--- src/rtl/counter_pkg.sv ---
// Shared types and helpers for the up/down counter family.
package counter_pkg;

    typedef enum logic {DIR_DOWN = 1'b0, DIR_UP = 1'b1} dir_e;
    typedef enum logic {MODE_WRAP = 1'b0, MODE_SAT = 1'b1} mode_e;

    // Register width needed to hold 0..n-1, never less than one bit.
    function automatic int clog2_min1(input int n);
        return (n <= 2) ? 1 : $clog2(n);
    endfunction

endpackage

--- src/rtl/tick_prescaler.sv ---
// Enable prescaler: emits a one-cycle step strobe on every PRESCALE-th enabled cycle.
module tick_prescaler
    import counter_pkg::*;
#(
    parameter int PRESCALE = 1
) (
    input  logic clk50m,
    input  logic rst,
    input  logic clr_i,
    input  logic en_i,
    output logic tick_o
);

    generate
        if (PRESCALE < 1) begin : g_bad_prescale
            $error("tick_prescaler: PRESCALE must be >= 1");
        end

        if (PRESCALE <= 1) begin : g_bypass
            logic unused_bypass;
            assign unused_bypass = ^{clk50m, rst, clr_i};
            assign tick_o = en_i;
        end else begin : g_div
            localparam int PW = clog2_min1(PRESCALE);
            localparam logic [PW-1:0] PRE_LAST = PW'(PRESCALE - 1);

            logic [PW-1:0] pre_reg;

            assign tick_o = en_i && (pre_reg == PRE_LAST);

            always_ff @(posedge clk50m) begin
                if (rst || clr_i) begin
                    pre_reg <= '0;
                end else if (en_i) begin
                    pre_reg <= (pre_reg == PRE_LAST) ? '0 : pre_reg + PW'(1);
                end
            end
        end
    endgenerate

endmodule

--- src/rtl/mod_updown_counter.sv ---
// Modulo-N up/down counter with prescaled enable, load/clear, wrap or saturate
// boundary handling, terminal-count pulse and sticky overflow flag.
module mod_updown_counter
    import counter_pkg::*;
#(
    parameter int              WIDTH    = 8,
    parameter longint unsigned MODULO   = 256,
    parameter int              PRESCALE = 1
) (
    input  logic             clk50m,
    input  logic             rst,
    input  logic             enable,
    input  logic             up,
    input  logic             sat_mode,
    input  logic             clr,
    input  logic             load,
    input  logic [WIDTH-1:0] load_val,
    output logic [WIDTH-1:0] count,
    output logic             tc,
    output logic             ovf
);

    generate
        if (WIDTH < 1 || WIDTH > 32) begin : g_bad_width
            $error("mod_updown_counter: WIDTH must be 1..32");
        end
        if (MODULO < 2 || MODULO > (64'd1 << WIDTH)) begin : g_bad_modulo
            $error("mod_updown_counter: MODULO must be 2..2**WIDTH");
        end
    endgenerate

    // One extra bit so MODULO == 2**WIDTH compares without overflow.
    localparam logic [WIDTH:0] LAST = (WIDTH + 1)'(MODULO - 1);

    logic [WIDTH-1:0] count_reg, count_next;
    logic             tc_reg, tc_next;
    logic             ovf_reg, ovf_next;
    logic             step;
    logic             at_top, at_zero;
    logic [WIDTH-1:0] load_clamped;
    dir_e             dir;
    mode_e            mode;

    tick_prescaler #(.PRESCALE(PRESCALE)) u_prescaler (
        .clk50m (clk50m),
        .rst    (rst),
        .clr_i  (clr | load),
        .en_i   (enable),
        .tick_o (step)
    );

    assign dir          = dir_e'(up);
    assign mode         = mode_e'(sat_mode);
    assign at_top       = ({1'b0, count_reg} == LAST);
    assign at_zero      = (count_reg == '0);
    assign load_clamped = ({1'b0, load_val} > LAST) ? LAST[WIDTH-1:0] : load_val;

    always_comb begin
        count_next = count_reg;
        tc_next    = 1'b0;
        ovf_next   = ovf_reg;
        if (clr) begin
            count_next = '0;
            ovf_next   = 1'b0;
        end else if (load) begin
            count_next = load_clamped;
        end else if (step) begin
            if (dir == DIR_UP) begin
                if (at_top) begin
                    tc_next  = 1'b1;
                    ovf_next = 1'b1;
                    if (mode == MODE_WRAP) count_next = '0;
                end else begin
                    count_next = count_reg + WIDTH'(1);
                end
            end else begin
                if (at_zero) begin
                    tc_next  = 1'b1;
                    ovf_next = 1'b1;
                    if (mode == MODE_WRAP) count_next = LAST[WIDTH-1:0];
                end else begin
                    count_next = count_reg - WIDTH'(1);
                end
            end
        end
    end

    always_ff @(posedge clk50m) begin
        if (rst) begin
            count_reg <= '0;
            tc_reg    <= 1'b0;
            ovf_reg   <= 1'b0;
        end else begin
            count_reg <= count_next;
            tc_reg    <= tc_next;
            ovf_reg   <= ovf_next;
        end
    end

    assign count = count_reg;
    assign tc    = tc_reg;
    assign ovf   = ovf_reg;

endmodule
--- config.mk ---
export PLATFORM = sky130hd
export DESIGN_NAME = mod_updown_counter
export DESIGN_NICKNAME = d
export VERILOG_FILES = /design/src/rtl/counter_pkg.sv /design/src/rtl/tick_prescaler.sv /design/src/rtl/mod_updown_counter.sv
export SDC_FILE = /design/constraint.sdc
export NUM_CORES = 1
export LEC_CHECK = 0
export CAP_MARGIN = 5
export CORE_ASPECT_RATIO = 0.7
export CORE_MARGIN = 2
export CORE_UTILIZATION = 34
export CTS_CLUSTER_DIAMETER = 30
export DETAILED_ROUTE_END_ITERATION = 12
export GPL_ROUTABILITY_DRIVEN = 0
export HOLD_SLACK_MARGIN = 0.1
export SYNTH_ARGS = -nofsm -noshare
export SYNTH_HDL_FRONTEND = slang
export SYNTH_SLANG_ARGS = --single-unit
--- constraint.sdc ---
create_clock -name clk50m -period 1.8 [get_ports clk50m]
set_input_delay 0.45 -clock clk50m [delete_from_list [all_inputs] [get_ports clk50m]]
set_output_delay 0.45 -clock clk50m [all_outputs]
set_load 0.01 [all_outputs]
== After elaboration in Yosys (flattened, before gate mapping) ==
Index checks and enable logic that the tools add are counted.
Cells by class
  add/sub/neg operators: 2
  multipliers: 0
  divide/modulo/power cells: 0
  magnitude comparators: 0
  equality and inequality tests: 4
  shift-type cells: 0
  muxes and demuxes: 13
  bitwise gates (word level): 2
  reduce and logical (&&, ||, !) cells: 7
Operators with widths (count)
  $mux 8: 7
  $add 8x1->8 const B: 1
  $eq 8x8->1 const B: 1
  $logic_not 8->1: 1
  $ne 4x4->1 const B: 2
  $sub 8x1->8 const B: 1
  $mux 1: 6
  $reduce_and 4->1: 1
  $reduce_bool 2->1: 2
  $reduce_or 4->1: 1
  $reduce_and 3->1: 1
  $ne 2x1->1 const B: 1
  $not 1->1: 2
  $reduce_or 2->1: 1
Storage, ports and cells
  bits in registers: 10
  latch bits: 0
  memory bits (writable): 0
  bits in read-only memories: 0
  bits of input ports: 15
  output and inout port bits: 10
  word-level logic and storage cells: 31
  memories: 0

== Logic depth before layout (Yosys ltp) ==
Gate-level depths: netlist of run 1.
  word-level depth: 5
  depth in mapped cells: 7
  depth with buffers taken out: 7

== Modules after synthesis ==
A second synthesis of run 1 with hierarchy kept.
Second synthesis, totals
  cell total of the unflattened synthesis: 129
  area, all modules: 933.4 µm²
By module, submodules not included
  mod_updown_counter: instances 1, cells each 128, area each 925.9 µm², sequential area each 200.2 µm²
  tick_prescaler: instances 1, cells each 1, area each 7.5 µm², sequential area each 0.0 µm²

== Worst setup path before layout of run 1 ==
Ideal clock, no wire load.
  kind: register to register
  start: register count_reg[3] (netlist: count[3])
  end: register count_reg[4] (netlist: count[4])
  setup time: 116 ps
  data arrival time: 1887 ps
  required time: 1684 ps
  setup slack: -203 ps
  cell stages (with the launch flop): 7
  path buffers: 1
  clock period less this slack: 2003 ps
  cells stage by stage: dfxtp_1 buf_4 or4_4 nor4b_4 o21ai_4 a21o_4 a31o_2
On the way
  longest elaborated chain between the ends: 5
  elaborated cells on any way between the ends: 12
  classes of those cells: 2 x add/sub; 3 x eq/ne; 5 x mux; 2 x reduce/logical
Ends and longest elaborated chain
  from (decl): RTL line mod_updown_counter.sv:35  | logic [WIDTH-1:0] count_reg, count_next;
  from (signal assigned): RTL line mod_updown_counter.sv:94  | count_reg <= count_next;
  $sub 8x1->8 (tied with other cells): RTL line mod_updown_counter.sv:82  | count_next = count_reg - WIDTH'(1);
  $mux 8, on equally long branches: RTL line mod_updown_counter.sv:77, mod_updown_counter.sv:69
  $mux 8: RTL line mod_updown_counter.sv:68  | if (dir == DIR_UP) begin
  $mux 8: RTL line mod_updown_counter.sv:67  | end else if (step) begin
  $mux 8: RTL line mod_updown_counter.sv:65  | end else if (load) begin
Parallel ways exist; a longest one is shown, timed or not. The select of a mux whose other input is x is not followed.
A chain may end at the register's enable or synchronous reset.

== Final worst setup path of run 1 ==
  start: register count_reg[5] (netlist: count[5])
  end: register count_reg[4] (netlist: count[4])
On the way
  longest elaborated chain between the ends: 5
  elaborated cells on any way between the ends: 10
  classes of those cells: 3 x eq/ne; 5 x mux; 2 x reduce/logical
Ends and longest elaborated chain (RTL line)
  $eq 8x8->1 / $logic_not 8->1 (equally long branches): mod_updown_counter.sv:54, mod_updown_counter.sv:55
  $mux 8, on equally long branches: mod_updown_counter.sv:69, mod_updown_counter.sv:77
  $mux 8: mod_updown_counter.sv:68
  $mux 8: mod_updown_counter.sv:67
  $mux 8: mod_updown_counter.sv:65
Parallel ways exist; a longest one is shown, timed or not. The select of a mux whose other input is x is not followed.

==> run metrics, run 1 <==
outcome finished, violations left; failing checks setup timing; synth top area cells dfxtp_1 21%, nor2_1 4.3%, a211oi_1 3.9%; Layout Cells excl Fill 216; DRC violations left 0; Clk Latency, worst-skew pair 0.24 ns; vias 1236; async set or reset register ratio after synthesis 0%; Worst-Margin Slew 0.330 ns; core area 2740 sq um; worst reg2reg setup slack -0.11 ns; ANT cells 0; maxcap violations 0; distinct cell type count after synthesis 46; # rows 16; CP max stage cell or4_4; Cell Area, Synth 958 sq um; GR Util All Layers 23.3%; Post-synth top flop dfxtp_1; reg2reg end count[4]; Post-synth EDFFs 0; first-pass GRT wire length 5770 microns; Tmin final 1.91 ns; VDD IR max 0.000504 V; max FFs per register 8; leakage 0.000641 uW; pwr dens 560 nW/um^2; Initial Util 34.9%; DIE WIDTH 67.5 microns; Placement Setup Slack -0.383 ns; Cells after Synth 125; setup ws final -0.110 ns; Synth-to-Final Area Change 64.9%; Setup crit start count[5]; post-DR vias/cell 5.72; H-tree depth 1; Final setup viols 8; IO Pins 25; Hold Crit Depth 2; Core Util, Final 57.6%; CP Capture Point count[4]; Hold Path Class register to register; wirelength, routed 3480 microns; Die Ht 48.4 microns; Worst R2R Start count[5]; drt first-iter violations 143; Startpoint Class register; placed inst area 1460 sq um; layout cells sized above 1 36.7%; port buffer count 24; CP required 1.94 ns; clock skew 0.00337 ns; CP max stage delay 0.56 ns; Fmax 523 MHz; final max-slew violation count 0; relative slew slack 77.6%; pin count of the biggest net entering global routing 12; CTS tree yes; post-route cell area 1580 sq um; kind of critical path register to register; vias in the first global route 1183; DRT Pass-1 Iters 4; Max Buffers Root-to-Sink 2; crit path DAT 2.05 ns; setup tns final -0.585 ns; Yosys top cell area share 20.9%; Die Area 3270 sq um; Fin. Hold Viols 0; synth warn 0; Yosys reg bits 10; Synth area leader dfxtp_1; Final ANT Viol Nets 0; # nets final 199; Hold-fix buffers, CTS 0; commonest non-fill, non-tap cell in the layout buf_4; Crit Path Max Fanout 6; fin crit share 106%; most frequent cells in the layout 38 x buf_4, 22 x clkdlybuf4s50_1, 10 x nor2_1; DR WL/cell 16.1 microns; RSZ-0062 raised after global routing true; Placed Instances 209; CTS Buf Count 3; clk slew on worst S/H paths 0.05 ns; critical-path cell list or4_4, nor4b_4, o21ai_4, a21o_4, a31o_2; Mean Syn Cell Area 7.67 sq um; Clock Sinks 10; clock root cell clkbuf_8; Mapped Nets 143; critical path capture point type register; register area share after synthesis 20.9%; r2r worst-path depth 5; initial antenna violation count 0; Congestion Overflow GR 0; DPL Wire Length 2670 microns
[area by class of cell]
type	count	area, sq um
timing repair buffer	62	527
clock buffer	4	55.1
tap	36	45.0
multi-input combinational	100	729
inverter	4	15.0
fill	250	1160
sequential	10	209
[logic make-up after synthesis]
kind of cell    count (synthesis)  share of synthesized area [%]
compound gates                 44                           34.9
xor+xnor                        2                           1.83
fa+ha+maj                       3                           3.92
buf+inv                        15                           6.40
flops                          10                           20.9
mux                             3                           3.26
simple gates                   48                           28.9
[layer usage]
layer	vias to the layer above	GRT usage (%)	part of all wire, %
li1	589	-	-
met4	0	3.40	0.43
met1	580	32.6	45
met3	2	8.14	9.9
met5	-	0	0
met2	65	35.3	45
[Yosys cell counts, types with 4 or more instances]
cell,n
nand2_1,8
o21ai_0,5
nor2_1,11
nor2b_1,4
clkbuf_1,8
dfxtp_1,10
inv_1,4
a211oi_1,5
a21oi_1,5
nand2b_1,4
nand3_1,5
a31oi_1,5
[through the flow]
stage          power (uW)  hold slack (ns)
2_1_floorplan         410            0.502
3_3_place_gp          566            0.460
3_5_place_dp          569            0.462
4_1_cts               875            0.478
5_1_grt               929            0.534
6_report              885            0.477
[worst min-delay path by stage]
| stage | from | slack (ns) | to |
|---|---|---|---|
| floorplan | ovf | 0.50 | ovf |
| global placement | ovf | 0.46 | ovf |
| finish | ovf | 0.48 | ovf |
| CTS | ovf | 0.48 | ovf |
| detailed placement | ovf | 0.46 | ovf |
| global route | ovf | 0.53 | ovf |
[where the power goes]
group	switching, uW	internal [uW]	total [uW]
clock	92.8	193	285
combinational	163	190	353
sequential	12.7	234	246
total	269	616	885
[what timing repair did]
action                     4_1_cts  5_1_grt
cloned                           0        0
resized for setup               11        5
pin swaps                        5        2
buffers inserted                 2        1
setup endpoints to repair       13        9
[critical path: cells and delay by family, from the launching register on]
kind,cells,cell delay [ns]
and+or+nand+nor,2,0.88
AOI/OAI and AO/OA,3,0.61
DFF,1,0.31
Power figures use the tool's default switching activity.
==> inputs of run 2 (changes only) <==
--- a/config.mk
+++ b/config.mk
@@ -13,6 +13,7 @@
 export DETAILED_ROUTE_END_ITERATION = 12
 export GPL_ROUTABILITY_DRIVEN = 0
 export HOLD_SLACK_MARGIN = 0.1
+export PLACE_DENSITY_LB_ADDON = 0.2
 export SYNTH_ARGS = -nofsm -noshare
 export SYNTH_HDL_FRONTEND = slang
 export SYNTH_SLANG_ARGS = --single-unit
==> run 2 against run 1 <==
  * Combinational power grew 2%
  * Largest cell class unchanged
  * Sequential power about the same
  * Worst setup slack lost 0.036 ns
  * The run still ends with setup timing left
  * Die area did not move
==> run metrics, run 2 (same netlist as run 1, synthesis figures left out) <==
outcome finished, violations left; failing checks setup timing; vias in the first global route 1162 (-1.8%); Comb power frac 42.6% (+2.7 points); Clk Latency, worst-skew pair 0.24 ns (about the same); ANT cells 0 (unchanged); post-DR vias/cell 5.70 (-0.32%); # nets final 190 (-4.5%); # rows 16 (unchanged); DR WL/cell 17.2 microns (+7.1%); drt first-iter violations 89 (-38%); max FFs per register 8 (unchanged); Clock Sinks 10 (unchanged); DR WL met3 196 microns (-43%); Fmax 514 MHz (-1.9%); DRT Pass-1 Iters 4 (unchanged); crit path DAT 2.06 ns (about the same); Placed Instances 201 (-3.8%); CP required 1.91 ns (-0.03 ns); Hold Path Class register to register; VDD IR max 0.000401 V (-20%); DIE WIDTH 67.5 microns (unchanged); Max Buffers Root-to-Sink 2 (unchanged); relative slew slack 73.1% (-4.5 points); metal2 WL 1690 microns (+9.0%); Die Area 3270 sq um (unchanged); GR Util All Layers 22.8% (-0.49 points); top layer in use met4; met1 wire length 1660 microns (+5.9%); leakage 0.000599 uW (-6.5%); Final setup viols 8 (unchanged); H-tree depth 1 (unchanged); fin crit share 108% (+2.0 points); core area 2740 sq um (unchanged); Synth-to-Final Area Change 65.4%; Die Ht 48.4 microns (unchanged); Layout Cells excl Fill 206 (-4.6%); port buffer count 24 (unchanged); DRC violations left 0 (unchanged); Fin. Hold Viols 0 (unchanged); clk slew on worst S/H paths 0.05 ns (about the same); most frequent cells in the layout 27 x buf_4, 23 x clkdlybuf4s50_1, 11 x nor2_1; Crit Path Max Fanout 5 (-1); wirelength, routed 3550 microns (+2.2%); maxcap violations 0 (unchanged); Seq pwr share 29.2% (+1.3 points); DPL Wire Length 2520 microns (-5.9%); CTS tree yes; vias 1175 (-4.9%); final max-slew violation count 0 (unchanged); Final ANT Viol Nets 0 (unchanged); Internal Power 567 uW (-8.0%); CTS Buf Count 3 (unchanged); IO Pins 25 (unchanged); critical path capture point type register; Initial Util 34.9% (unchanged); first-pass GRT wire length 5680 microns (-1.6%); pin count of the biggest net entering global routing 17 (+5); kind of critical path register to register; Tmin final 1.95 ns (+0.0360 ns); setup ws final -0.147 ns (-0.0360 ns); Startpoint Class register; RSZ-0062 raised after global routing true; switching power 277 uW (+3.1%); commonest non-fill, non-tap cell in the layout buf_4; pwr dens 532 nW/um^2 (-4.9%); layout cells sized above 1 38.2% (+1.6 points); Congestion Overflow GR 0 (unchanged); final hold slack 0.478 ns (+0.000433 ns); clock skew 0.00389 ns (+0.000521 ns); setup tns final -0.601 ns (-0.0158 ns); initial antenna violation count 0 (unchanged); clock root cell clkbuf_8; Clock Power Share 28.3% (-4.0 points); Worst-Margin Slew 0.402 ns (+0.0716 ns); Sw Share 32.9% (+2.5 points)
run 2: timing repair:
action                     4_1_cts  5_1_grt
setup buffers                    3        0
resized for setup               14       13
hold buffers                     0        0
setup endpoints to repair       10       11
pin swaps                        5        2
run 2: power groups by stage:
stage               Clock, uW  Sequential (uW)  Combinational [uW]
CTS                       240              246                 333
floorplan                   0              253                 157
global route              249              248                 387
finish                    239              246                 359
global placement            0              250                 308
detailed placement          0              251                 310
run 2: worst max-delay path: stages, from the launching register on:
cell      delay, ns
dfxtp_2        0.31
or4_4          0.56
nor4b_4        0.32
o21ai_4        0.12
buf_4          0.17
a311oi_2       0.26
a211oi_2       0.07
run 2: worst paths after layout:
check	start	to	slack, ns	cells after the start
min	ovf	ovf	0.48	2
min reg2reg	ovf	ovf	0.48	2
max	count[5]	count[2]	-0.15	6
max reg2reg	count[5]	count[2]	-0.15	6
run 2: stage by stage:
step           area [sq um]  total power [uW]  utilization [%]  setup slack (ns)
3_5_place_dp           1430               561             52.1            -0.309
6_report               1590               844             57.8            -0.147
3_3_place_gp           1430               558             52.1            -0.269
2_1_floorplan           975               410                -            -0.168
5_1_grt                1590               883             57.8            -0.181
4_1_cts                1530               818             55.8            -0.138
run 2: area by class of cell:
type / count / area [sq um]
fillers: 237 / 1160
clock buffers: 3 / 41.3
repair buffers: 53 / 482
multi-input cells: 100 / 791
well taps: 36 / 45.0
flip-flops and latches: 10 / 211
inverters: 4 / 15.0
run 2: layer usage:
metal	track usage (%)	vias up
met5	0	-
met4	3.74	0
met3	5.58	2
met2	34.6	40
met1	33.0	561
li1	-	572
==> patch 1, RTL diff (flow settings as in run 1) <==
Put one more register stage on the output `count`, with the module's reset. The value now appears one clock later. The other outputs are not delayed to match.
--- a/src/rtl/mod_updown_counter.sv
+++ b/src/rtl/mod_updown_counter.sv
@@ -98,5 +98,11 @@
     end
 
-    assign count = count_reg;
+    always_ff @(posedge clk50m) begin
+        if (rst) begin
+            count <= '0;
+        end else begin
+            count <= count_reg;
+        end
+    end
     assign tc    = tc_reg;
     assign ovf   = ovf_reg;
Behaviour: not the same (a bounded check fails within 4 cycles, from zero or initial values and one cycle with rst high).
==> patch 1 against run 1 <==
Cell count rose by 3.7%. Cell area rose by 10%. Largest cell class unchanged. Setup slack improved by 0.11 ns. Sequential cell count rose by 8. Critical path depth rose by 1. Clock skew rose by 0.00090 ns. Routed wire length rose by 7.7%. Synthesized area rose by 17%. Power rose by 25%. Die area rose by 16%.
==> patch 1: results (changes against run 1) <==
- The worst register-to-register path begins at count_reg[0].
- The placed instance area was 1590 sq um (+8.5%).
- The worst clock skew is 0.00427 ns (+0.000896 ns).
- The combinational power was 0.320 mW (-9.3%).
- The stage delay of the slowest cell on the critical path came to 0.42 ns (-0.14 ns).
- The number of standard cells after synthesis is 135 (+8.0%).
- The total vias in the final route is 1,256 (+1.6%).
- The highest ir drop seen on vdd is 0.000424 V (-16%).
- The number of nets in the synthesized netlist is 153 (+7.0%).
- The tightest hold margin is 0.557 ns (+0.0794 ns).
- The final standard cell count with taps included and fillers excluded is 224 (+3.7%).
- Sorting the synthesized cells by area gives the leading types as dfxtp_1, a21oi_1, buf_6, nor3_1, ha_1.
- The distinct cell type count after synthesis is 45 (-2.2%).
- The area of the multi-input gates came to 762 sq um (+4.5%).
- The wire length on met3 is 311 microns (-9.3%).
- The pin count of the biggest net entering global routing is 11 (-1).
- The met1 usage in global routing is 27.0% (-5.6 points).
- The number of filler cells placed in the layout is 304 (+22%).
- The global routing usage summed across all routing layers is 20.4% (-2.9 points).
- The total routed wirelength came to 3740 microns (+7.7%).
- The post-route fraction of the period consumed by the critical path is 99.8% (-6.4 points).
- The met3 track demand over resource in global routing is 5.81% (-2.3 points).
- The global-route track usage on met2 is 33.8% (-1.5 points).
- The actual slew at the worst max-slew pin was 0.397 ns (+0.0665 ns).
- The met2 wire length is 1710 microns (+9.9%).
- The count of buffers added by post-CTS timing repair for setup is 0 (-2).
- The final HPWL from detailed placement is 2760 microns (+3.1%).
- The clock-pin transition on the worst setup and hold timing paths came to 0.08 ns (+0.03 ns).
- The flow ran to the end, and the final reports show no timing, DRC or antenna violations.
[patch 1: cell types whose count changed after synthesis, moves of 4 or more]
cell,change
a21oi_1,+4
nor3_1,+6
a211oi_1,-4
buf_6,+4
clkbuf_1,-5
dfxtp_1,+8
[patch 1: worst paths after layout]
| kind | endpoint | cells past startpoint |
|---|---|---|
| min | ovf | 2 |
| min reg2reg | ovf | 2 |
| max reg2reg | count_reg[0] | 6 |
| max | count_reg[0] | 6 |
[patch 1: tightest hold or removal path, stage by stage, from the launching register on]
cell     delay (ns)
dfxtp_1        0.32
a31oi_1        0.14
nor3_1         0.05
[patch 1: final cells by class]
cell class / count / share of cell area [%]
inverters: 7 / 1.65
repair buffers: 55 / 27.3
multi-input cells: 102 / 43.8
flip-flops and latches: 18 / 21.3
clock buffers: 4 / 3.17
well taps: 38 / 2.73
[patch 1: cells by family after synthesis]
group                    Yosys count
AND/OR/NAND/NOR                   57
buffers and inverters             15
XOR/XNOR                           3
AO/OA/AOI/OAI                     39
flip-flops                        18
adder cells (fa/ha/maj)            3
==> patch 2, RTL diff (flow settings as in run 1) <==
Without the edit above. `WIDTH`: 8 -> 9.
--- a/src/rtl/mod_updown_counter.sv
+++ b/src/rtl/mod_updown_counter.sv
@@ -4,5 +4,5 @@
     import counter_pkg::*;
 #(
-    parameter int              WIDTH    = 8,
+    parameter int              WIDTH    = 9,
     parameter longint unsigned MODULO   = 256,
     parameter int              PRESCALE = 1
Interface: changed (resized count and load_val); port bits go from 25 to 27. No check against the original RTL was run, so the function may have changed too.
==> patch 2 against run 1 <==
The flow still finishes with violations (setup timing). Clock skew up 0.0015 ns. Routed wire length decreased by 8.0%. Cell area grew 2.1%. Sequential share of layout area is 1.2 points higher. Cell count is 5.6% lower. Setup slack better by 0.085 ns. Non-clock buffer count increased by 5. Utilization is 7.5 points higher. Power grew 1.6%. Sequential cell count rose by 1. Synthesized area down 6.5%. Combinational power rose by 5%. Largest power group unchanged. Highest routed layer unchanged.
==> patch 2: results (changes against run 1) <==
- Sorting the synthesized cells by area gives the leading types as dfxtp_1, nand4_1, mux2i_1, nor2_1, inv_1.
- The run finished, with violations left.
- The final net count is 189 (-5.0%).
- The number of cells traversed by the worst register-to-register path is 7 (+2).
- The total vias in the final route is 1,150 (-7.0%).
- The first-pass GRT wire length is 5200 microns (-9.9%).
- The wire length per cell after detailed routing is 15.7 microns (-2.6%).
- The count of final setup violators is 3 (-5).
- The leakage power of the design is 0.673 nW (+5.0%).
- The number of nets in the synthesized netlist is 125 (-13%).
- The pin count of the biggest net entering global routing came to 10 (-2).
- The worst clock skew is 0.00487 ns (+0.00150 ns).
- The total routed wirelength is 3200 microns (-8.0%).
- The part of the power in registers is 30.3% (+2.4 points).
- The fraction of layout instances using a drive strength above 1 is 39.4% (+2.7 points).
- The count of cells along the worst hold path is 1 (-1).
- The final reports fail on setup timing.
- The stage delay of the slowest cell on the critical path was 0.38 ns (-0.18 ns).
- The arithmetic-cell share of the synthesized area counting full adders, half adders and majority gates is 2.79% (-1.1 points).
- The clock-pin transition on the worst setup and hold timing paths is approximately 0.060 ns.
- The worst setup timing slack at the placement stage is -0.408 ns (-0.0248 ns).
- The setup slack of the critical path after layout was -0.0257 ns (+0.0848 ns).
- The critical path ends at count[5].
- The area share of xor/xnor cells in the synthesized design is 4.89% (+3.1 points).
- The via count of the first global-routing pass came to 1,110 (-6.2%).
- Ranked by instance count, the synthesized netlist is headed by dfxtp_1, nor2_1, inv_1, nand4_1, nor3_1.
- The number of flip-flops under the largest register name is 9 (+1).
- The final HPWL from detailed placement is 2450 microns (-8.6%).
- The sequential power is 0.272 mW (+11%).
- The setup TNS came to -0.0446 ns (+0.540 ns).
- The global routing usage summed across all routing layers is 22.8% (-0.58 points).
- The largest individual stage delay along the critical path comes from the cell dfxtp_4.
- The tightest hold margin came to 0.454 ns (-0.0228 ns).
- The share of cell area taken by muxes after synthesis is 3.35% (+0.088 points).
- The highest ir drop seen on vdd is 0.000424 V (-16%).
- The area fraction in compound gates after synthesis is 28.9% (-5.9 points).
- The number of buffers added on ports is 26 (+8.3%).
- The number of optimization iterations in the first detailed-route pass came to 4 (unchanged).
- The combinational power is 0.372 mW (+5%).
- The fraction of the yosys area taken by sequential cells is 24.6% (+3.7 points).
- The maximum fanout count along the critical path was 3 (-3).
- The number of standard cells after synthesis is 107 (-14%).
- The number of filler cells placed in the layout came to 218 (-13%).
- The start point of the critical path is count[0].
-- patch 2: per-layer routing --
metal	track usage, %	up-vias	part of all wire, %
met1	29.2	535	42
met4	7.92	0	1.0
li1	-	538	-
met5	0	-	0
met2	40.0	71	47
met3	3.84	6	9.3
-- patch 2: final cells by class --
| cell class | instances | area (sq um) | share of cell area (%) |
|---|---|---|---|
| Clock buffer | 3 | 41.3 | 2.56 |
| Inverter | 7 | 33.8 | 2.09 |
| Sequential cell | 11 | 233 | 14.4 |
| Tap cell | 34 | 42.5 | 2.64 |
| Multi-Input combinational cell | 81 | 663 | 41.1 |
| Clock inverter | 1 | 5.00 | 0.310 |
| Timing Repair Buffer | 67 | 596 | 36.9 |
-- patch 2: cells by family after synthesis --
family,Yosys count
xor gates and xnor gates,5
AOI/OAI and AO/OA,32
DFF,11
muxes,3
adders and majority gates,2
and+or+nand+nor,39
buffers and inverters,15
-- patch 2: timing repair --
action,4_1_cts,5_1_grt
buffers inserted,3,3
pin swaps,5,1
setup endpoints to repair,10,9
resized for setup,20,2
